--- config.mk ---
export PLATFORM = sky130hd
export DESIGN_NAME = spi_xfer_ctrl
export DESIGN_NICKNAME = d
export VERILOG_FILES = /design/src/rtl/spi_xfer_ctrl.sv
export SDC_FILE = /design/constraint.sdc
export NUM_CORES = 1
export LEC_CHECK = 0
export BUFFER_PORTS_ARGS = -buffer_cell sky130_fd_sc_hd__buf_2
export CAP_MARGIN = 20
export CORE_ASPECT_RATIO = 1.75
export CORE_UTILIZATION = 57
export DETAILED_ROUTE_END_ITERATION = 6
export GPL_ROUTABILITY_DRIVEN = 0
export PLACE_DENSITY = 0.77
export SYNTH_ARGS = -nofsm -noshare
export SYNTH_HDL_FRONTEND = slang
export SYNTH_SLANG_ARGS = --single-unit
--- constraint.sdc ---
create_clock -name pclk -period 3.7 [get_ports pclk]
set_clock_uncertainty 0.2 [all_clocks]
set_input_delay 0.74 -clock pclk [delete_from_list [all_inputs] [get_ports pclk]]
set_output_delay 0.74 -clock pclk [all_outputs]
set_load 0.05 [all_outputs]
--- src/rtl/spi_xfer_ctrl.sv ---
// SPI transfer sequencer: generates SCLK/CS from a latched configuration and
// strobes the register bank's shift register once per sampled bit.
module spi_xfer_ctrl #(
  parameter int DIV_WIDTH = 16
) (
  input  logic                 pclk,
  input  logic                 presetn,
  input  logic                 go_bsy,
  input  logic [DIV_WIDTH-1:0] divider,
  input  logic                 cpol,
  input  logic                 cpha,
  input  logic [2:0]           char_len,
  input  logic                 lsb,
  input  logic                 ie,
  input  logic                 irq_ack,
  input  logic [7:0]           trx,
  output logic                 transfer,
  output logic                 sample_en,
  output logic                 transfer_en,
  output logic                 bsy_clr,
  output logic                 sclk_pad_o,
  output logic                 cs_n_pad_o,
  output logic                 mosi_pad_o,
  output logic                 irq_o
);

  typedef enum logic [1:0] {IDLE, ACTIVE, FINISH, DONE} state_t;

  state_t               state_q, state_d;
  logic [DIV_WIDTH-1:0] div_cnt_q, div_cnt_d;
  logic [DIV_WIDTH-1:0] div_l_q, div_l_d;
  logic [4:0]           edge_cnt_q, edge_cnt_d;
  logic                 cpha_q, cpha_d;
  logic [2:0]           len_q, len_d;
  logic                 lsb_q, lsb_d;
  logic                 sclk_q, sclk_d;
  logic                 sample_q, sample_d;
  logic                 xfer_en_q, xfer_en_d;
  logic                 irq_q, irq_d;
  logic [2:0]           msb_idx;

  always_ff @(posedge pclk or negedge presetn) begin
    if (!presetn) begin
      state_q    <= IDLE;
      div_cnt_q  <= '0;
      div_l_q    <= '0;
      edge_cnt_q <= '0;
      cpha_q     <= 1'b0;
      len_q      <= '0;
      lsb_q      <= 1'b0;
      sclk_q     <= 1'b0;
      sample_q   <= 1'b0;
      xfer_en_q  <= 1'b0;
      irq_q      <= 1'b0;
    end else begin
      state_q    <= state_d;
      div_cnt_q  <= div_cnt_d;
      div_l_q    <= div_l_d;
      edge_cnt_q <= edge_cnt_d;
      cpha_q     <= cpha_d;
      len_q      <= len_d;
      lsb_q      <= lsb_d;
      sclk_q     <= sclk_d;
      sample_q   <= sample_d;
      xfer_en_q  <= xfer_en_d;
      irq_q      <= irq_d;
    end
  end

  always_comb begin
    state_d    = state_q;
    div_cnt_d  = div_cnt_q;
    div_l_d    = div_l_q;
    edge_cnt_d = edge_cnt_q;
    cpha_d     = cpha_q;
    len_d      = len_q;
    lsb_d      = lsb_q;
    sclk_d     = sclk_q;
    sample_d   = 1'b0;
    xfer_en_d  = sample_q;
    irq_d      = irq_ack ? 1'b0 : irq_q;
    case (state_q)
      IDLE: begin
        sclk_d = cpol;
        if (go_bsy) begin
          div_l_d    = divider;
          cpha_d     = cpha;
          len_d      = char_len;
          lsb_d      = lsb;
          div_cnt_d  = divider;
          edge_cnt_d = {char_len == 3'd0, char_len, 1'b0};
          state_d    = ACTIVE;
        end
      end
      ACTIVE: begin
        if (div_cnt_q == '0) begin
          div_cnt_d  = div_l_q;
          sclk_d     = ~sclk_q;
          edge_cnt_d = edge_cnt_q - 5'd1;
          // edge_cnt even on odd (leading) ticks because it starts at 2N
          sample_d   = (edge_cnt_q[0] == cpha_q);
          if (edge_cnt_q == 5'd1) state_d = FINISH;
        end else begin
          div_cnt_d = div_cnt_q - DIV_WIDTH'(1);
        end
      end
      FINISH: begin
        if (div_cnt_q == '0) state_d = DONE;
        else div_cnt_d = div_cnt_q - DIV_WIDTH'(1);
      end
      DONE: begin
        state_d = IDLE;
        if (ie) irq_d = 1'b1;
      end
      default: state_d = IDLE;
    endcase
  end

  // Outside a transfer mosi follows the live config so the first bit is ready.
  assign msb_idx = ((state_q == IDLE) ? char_len : len_q) - 3'd1;

  assign mosi_pad_o  = ((state_q == IDLE) ? lsb : lsb_q) ? trx[0] : trx[msb_idx];
  assign transfer    = (state_q != IDLE);
  assign cs_n_pad_o  = !((state_q == ACTIVE) || (state_q == FINISH));
  assign bsy_clr     = (state_q == DONE);
  assign sclk_pad_o  = sclk_q;
  assign sample_en   = sample_q;
  assign transfer_en = xfer_en_q;
  assign irq_o       = irq_q;

endmodule

==> impl_metrics.tcl, run 1 <==
set metrics [dict create \
    rsz0062_at_grt "no" \
    synth_cell_types 51 \
    numCtsBuffers 5 \
    port_buffers 42 \
    routed_wl_um 6920 \
    clk_pin_slew_ps 80 \
    clock_tree.buffer_depth 2 \
    grt_pass1_wl_um 11700 \
    clock.fmax_ghz 0.292 \
    hold_path_class "in -> async" \
    maxSlewHeadroom_pct 33.7 \
    tritoncts "built" \
    hold_viol 0 \
    core_mm2 0.00498 \
    start_util_pct 59.5 \
    ys_seq_elements 48 \
    htreeDepth 2 \
    vdd.ir_drop.worst_mv 0.632 \
    nFillCells 425 \
    syn-cell-area_mm2 0.00296 \
    cp.required_ps 2760 \
    report.final.setup_viol 0 \
    dp_cells 391 \
    crit_path_start "state_q[1]" \
    antenna_found_initial 0 \
    clock-sinks 48 \
    start_kind "flip-flop" \
    drt_pass1_iterations 4 \
    synth_edf_count 0 \
    arrival_ps 2490 \
    crit_path_max_fanout 3 \
    track_usage_pct 27.1 \
    drv_cap 0 \
    ant_nets 0 \
    drive_gt1_share_pct 26.6 \
    insertion_delay_ps 310 \
    seq_area_frac_synth_pct 40.6 \
    end_kind "primary output" \
    die_width_um 56.5 \
    reg2reg_from "div_cnt_q[0]" \
    final_cell_mix "dfrtp_1 (48), buf_2 (42), nand2_1 (24)" \
    chipHeight_um 97.4 \
    synth_top_area_share_pct 40.6 \
    ctsHoldBuffers 0 \
    netlist_top_cells_area "dfrtp_1 (41%), mux2_2 (8.4%), o21ai_0 (3.5%)" \
    wl_per_cell_um 17.3 \
    fin_cells 400 \
    finalSetupTns_ps 0 \
    synth_nets 348 \
    cellLeakagePower_nw 1.43 \
    synthFlopType "dfrtp_1" \
    outcome "finished clean" \
    yosys_warnings 0 \
    cts.repair.resized 0 \
    vias 2523 \
    post-route-period-util_pct 92.6 \
    io_pins 43 \
    tightest_slew_ps 986 \
    grt_max_degree 49 \
    antenna_cells 0 \
    fin_crit_ps 3430 \
    cts_setup_buffers 0 \
    yosysTopAreaCell "dfrtp_1" \
    synth_cells 305 \
    remaining_drc_errors 0 \
    grt_pass1_vias 2526 \
    fp-row-count 34 \
    power_density_mw_per_mm2 995 \
    final_common_cell "dfrtp_1" \
    avgSynthCellArea_um2 9.71 \
    ys_async_sr_fraction_pct 100 \
    grt_overflow 0 \
    dieArea_mm2 0.00550 \
    drtIter0Drc 73 \
    crit_type "reg -> out" \
    fin_nets 388 \
    routed_via_density 6.31 \
    area_growth_pct 12.0 \
    maxSlewViolCount 0 \
    hpwlAfterDp_um 4960 \
    finish.utilization_pct 66.7 \
    root_buffer "clkbuf_8" \
]
state kept, by name, indices dropped and copies added (netlist names):
signal	cells
cpha_q	1
div_cnt_q	16
div_l_q	16
edge_cnt_q	5
irq_o	1
len_q	3
lsb_q	1
sample_en	1
sclk_pad_o	1
state_q	2
transfer_en	1
logic make-up after synthesis:
kind of cell | count (synthesis) | share of synthesized area, %
simple gates | 91 | 16.6
compound gates | 81 | 17.7
flops | 48 | 40.6
mux | 33 | 12.9
buf+inv | 30 | 4.73
xor+xnor | 14 | 4.14
fa+ha+maj | 8 | 3.38
per-stage QoR:
step / cell area, um^2 / hold slack (ps) / power, mW / setup WS [ps]
after floorplan: 2960 / 244 / 2.50 / 65.5
after global placement: 3210 / 156 / 2.92 / 517
after detailed placement: 3210 / 155 / 2.97 / 463
after CTS: 3300 / 175 / 3.30 / 234
after global routing: 3320 / 187 / 3.56 / 110
final: 3320 / 173 / 3.30 / 273
cells in the mapped netlist, types with 2 or more instances:
master and count:
a211oi_1 11, a21o_1 2, a21oi_1 16, a221oi_1 2, a22oi_1 4, a311oi_1 3
a31oi_1 5, and3_1 3, buf_1 2, buf_2 4, buf_6 3, clkbuf_1 10
dfrtp_1 48, ha_1 8, inv_1 10, mux2_2 22, mux2i_1 9, mux4_2 2
nand2_1 24, nand2b_1 3, nand3_1 6, nand4_1 3, nor2_1 15, nor3_1 10
nor3b_1 2, nor4_1 7, nor4_2 3, o21ai_0 21, o22ai_1 6, or2_2 3
or3_1 3, or4_1 3, or4_4 2, xnor2_1 8, xor2_1 6
final timing paths:
kind                            cells past startpoint  slack [ps]             to
worst max-delay path                                8         270     mosi_pad_o
worst min-delay path                                1         170     div_l_q[6]
worst max register to register                      7         860   div_cnt_q[2]
worst min register to register                      0         170    transfer_en
max in group asynchronous                           2        2610  edge_cnt_q[4]
min in group pclk                                   0         170    transfer_en
cell type report:
cell class | instances | area, um^2 | share of cell area [%]
flip-flops and latches | 48 | 1200 | 36.2
inverters | 11 | 41.3 | 1.24
clock buffers | 8 | 90.1 | 2.71
well taps | 54 | 67.6 | 2.04
multi-input cells | 227 | 1620 | 48.8
repair buffers | 52 | 298 | 8.97
power by group:
part	switching, mW	internal [mW]	leakage, nW
sequential	0.241	0.790	0.572
clock	0.172	0.153	0.0455
combinational	1.15	0.798	0.809
total	1.56	1.74	1.43
critical path: stages, from the launching register on:
cell and delay, ps:
dfrtp_1 410, inv_1 110, ha_1 200, mux2i_1 400, ha_1 330, mux4_2 300, mux2i_1 130, a21oi_1 70
buf_2 210
routing by layer:
metal,global-route usage (%),vias up,wire length [um]
met5,0,-,0
met4,11.8,0,131
met3,3.99,12,273
met2,48.4,58,3850
met1,31.3,1242,2660
li1,-,1211,-
No activity file was read; power rests on OpenSTA's default activity.
==> run 2, diff against run 1 <==
- CORE_ASPECT_RATIO: 1.75 -> 0.75
==> run 2 against run 1 <==
  * Worst setup slack gained 31 ps
  * Design area is 0.68% higher
  * Combinational power hardly changed
  * Critical path depth unchanged
  * Sequential power is essentially flat
  * Count of clock-buffer cells in the layout unchanged
  * Critical endpoint unchanged
==> impl_metrics.tcl, run 2 (synthesis results as in run 1) <==
set metrics [dict create \
    rsz0062_at_grt "no" \
    clock_tree.buffer_depth 2 \
    grt_pass1_wl_um 11900 \
    crit_slowest_cell "dfrtp_1" \
    routed_via_density 6.18 \
    cts.repair.resized 0 \
    cts_setup_buffers 0 \
    die_width_um 85.2 \
    report.final.setup_viol 0 \
    final_cell_mix "dfrtp_1 (48), buf_2 (42), nand2_1 (24)" \
    remaining_drc_errors 0 \
    power.total_mw 3.33 \
    hold_path_class "in -> async" \
    outcome "finished clean" \
    insertion_delay_ps 300 \
    drt_pass1_iterations 4 \
    hpwlAfterDp_um 4940 \
    top_regs "div_cnt_q x16, div_l_q x16, edge_cnt_q x5" \
    hold_viol 0 \
    ctsHoldBuffers 0 \
    root_buffer "clkbuf_8" \
    placed_area_mm2 0.00323 \
    htreeDepth 2 \
    whs_ps 84.1 \
    track_usage_pct 28.0 \
    cellLeakagePower_nw 1.44 \
    final_area_mm2 0.00334 \
    end_kind "primary output" \
    arrival_ps 2460 \
    dieArea_mm2 0.00549 \
    fp-row-count 22 \
    wl_per_cell_um 17.1 \
    post-route-period-util_pct 91.8 \
    grt_overflow 0 \
    numCtsBuffers 5 \
    maxSlewViolCount 0 \
    drive_gt1_share_pct 27.0 \
    tritoncts "built" \
    start_kind "flip-flop" \
    clock-sinks 48 \
    chipHeight_um 64.4 \
    grt_max_degree 49 \
    maxSlewHeadroom_pct 28.8 \
    start_util_pct 59.8 \
    max_stage_delay_ps 410 \
    path_buf_inv 2 \
    drtIter0Drc 202 \
    crit_path_max_fanout 3 \
    place_ws_ps 505 \
    power_density_mw_per_mm2 998 \
    vdd.ir_drop.worst_mv 0.709 \
    grt_pass1_vias 2468 \
    antenna_cells 0 \
    area_growth_pct 12.8 \
    fin_nets 390 \
    port_buffers 42 \
    crit_path_cell_trace "inv_1, ha_1, mux2i_1, ha_1, mux4_2, mux2i_1, a21oi_1, buf_2" \
    setup_ws_ps 304 \
    cp.required_ps 2760 \
    drv_cap 0 \
    clock.fmax_ghz 0.294 \
    io_pins 43 \
    crit_type "reg -> out" \
    tightest_slew_ps 1060 \
    vias 2522 \
    cp_top_family "multiplexers" \
    antenna_found_initial 0 \
    routed_wl_um 6970 \
    final_common_cell "dfrtp_1" \
    clk_pin_slew_ps 80 \
    fin_crit_ps 3400 \
    finalSetupTns_ps 0 \
    core_mm2 0.00495 \
    ant_nets 0 \
]
==> run 2: cell count changes in the layout (fill, tap and decap cells not counted) <==
cell / before / now
buf_4: 9 / 11
==> run 2: routing by layer <==
metal	GRT usage (%)	part of all wire (%)
met1	40.3	47
met2	42.8	45
met3	5.10	6.0
met4	9.53	1.7
met5	0	0
==> run 2: cell type report <==
type / instances / area [um^2]
Fill cell: 406 / 1610
Tap cell: 60 / 75.1
Inverter: 11 / 41.3
Sequential cell: 48 / 1200
Multi-Input combinational cell: 227 / 1620
Timing Repair Buffer: 54 / 313
Clock buffer: 8 / 90.1
==> run 2: worst paths after layout <==
path / from / end / slack [ps] / cells after the start
max in group asynchronous: presetn / state_q[1] / 2730 / 2
min in group pclk: sample_en / transfer_en / 180 / 0
min reg2reg: sample_en / transfer_en / 180 / 0
min: presetn / irq_o / 80 / 1
max reg2reg: state_q[0] / div_cnt_q[8] / 780 / 8
max: state_q[0] / mosi_pad_o / 300 / 8
==> run 2: stage by stage <==
| step | util, % | cells |
|---|---|---|
| 3_5_place_dp | 65.2 | 399 |
| 6_report | 67.4 | 408 |
| 2_1_floorplan | - | 305 |
| 3_3_place_gp | 65.2 | 399 |
| 5_1_grt | 67.4 | 408 |
| 4_1_cts | 67.0 | 407 |
==> run 2: power breakdown <==
part | switching [mW] | internal (mW)
sequential | 0.247 | 0.790
combinational | 1.16 | 0.810
clock | 0.173 | 0.153
total | 1.58 | 1.75
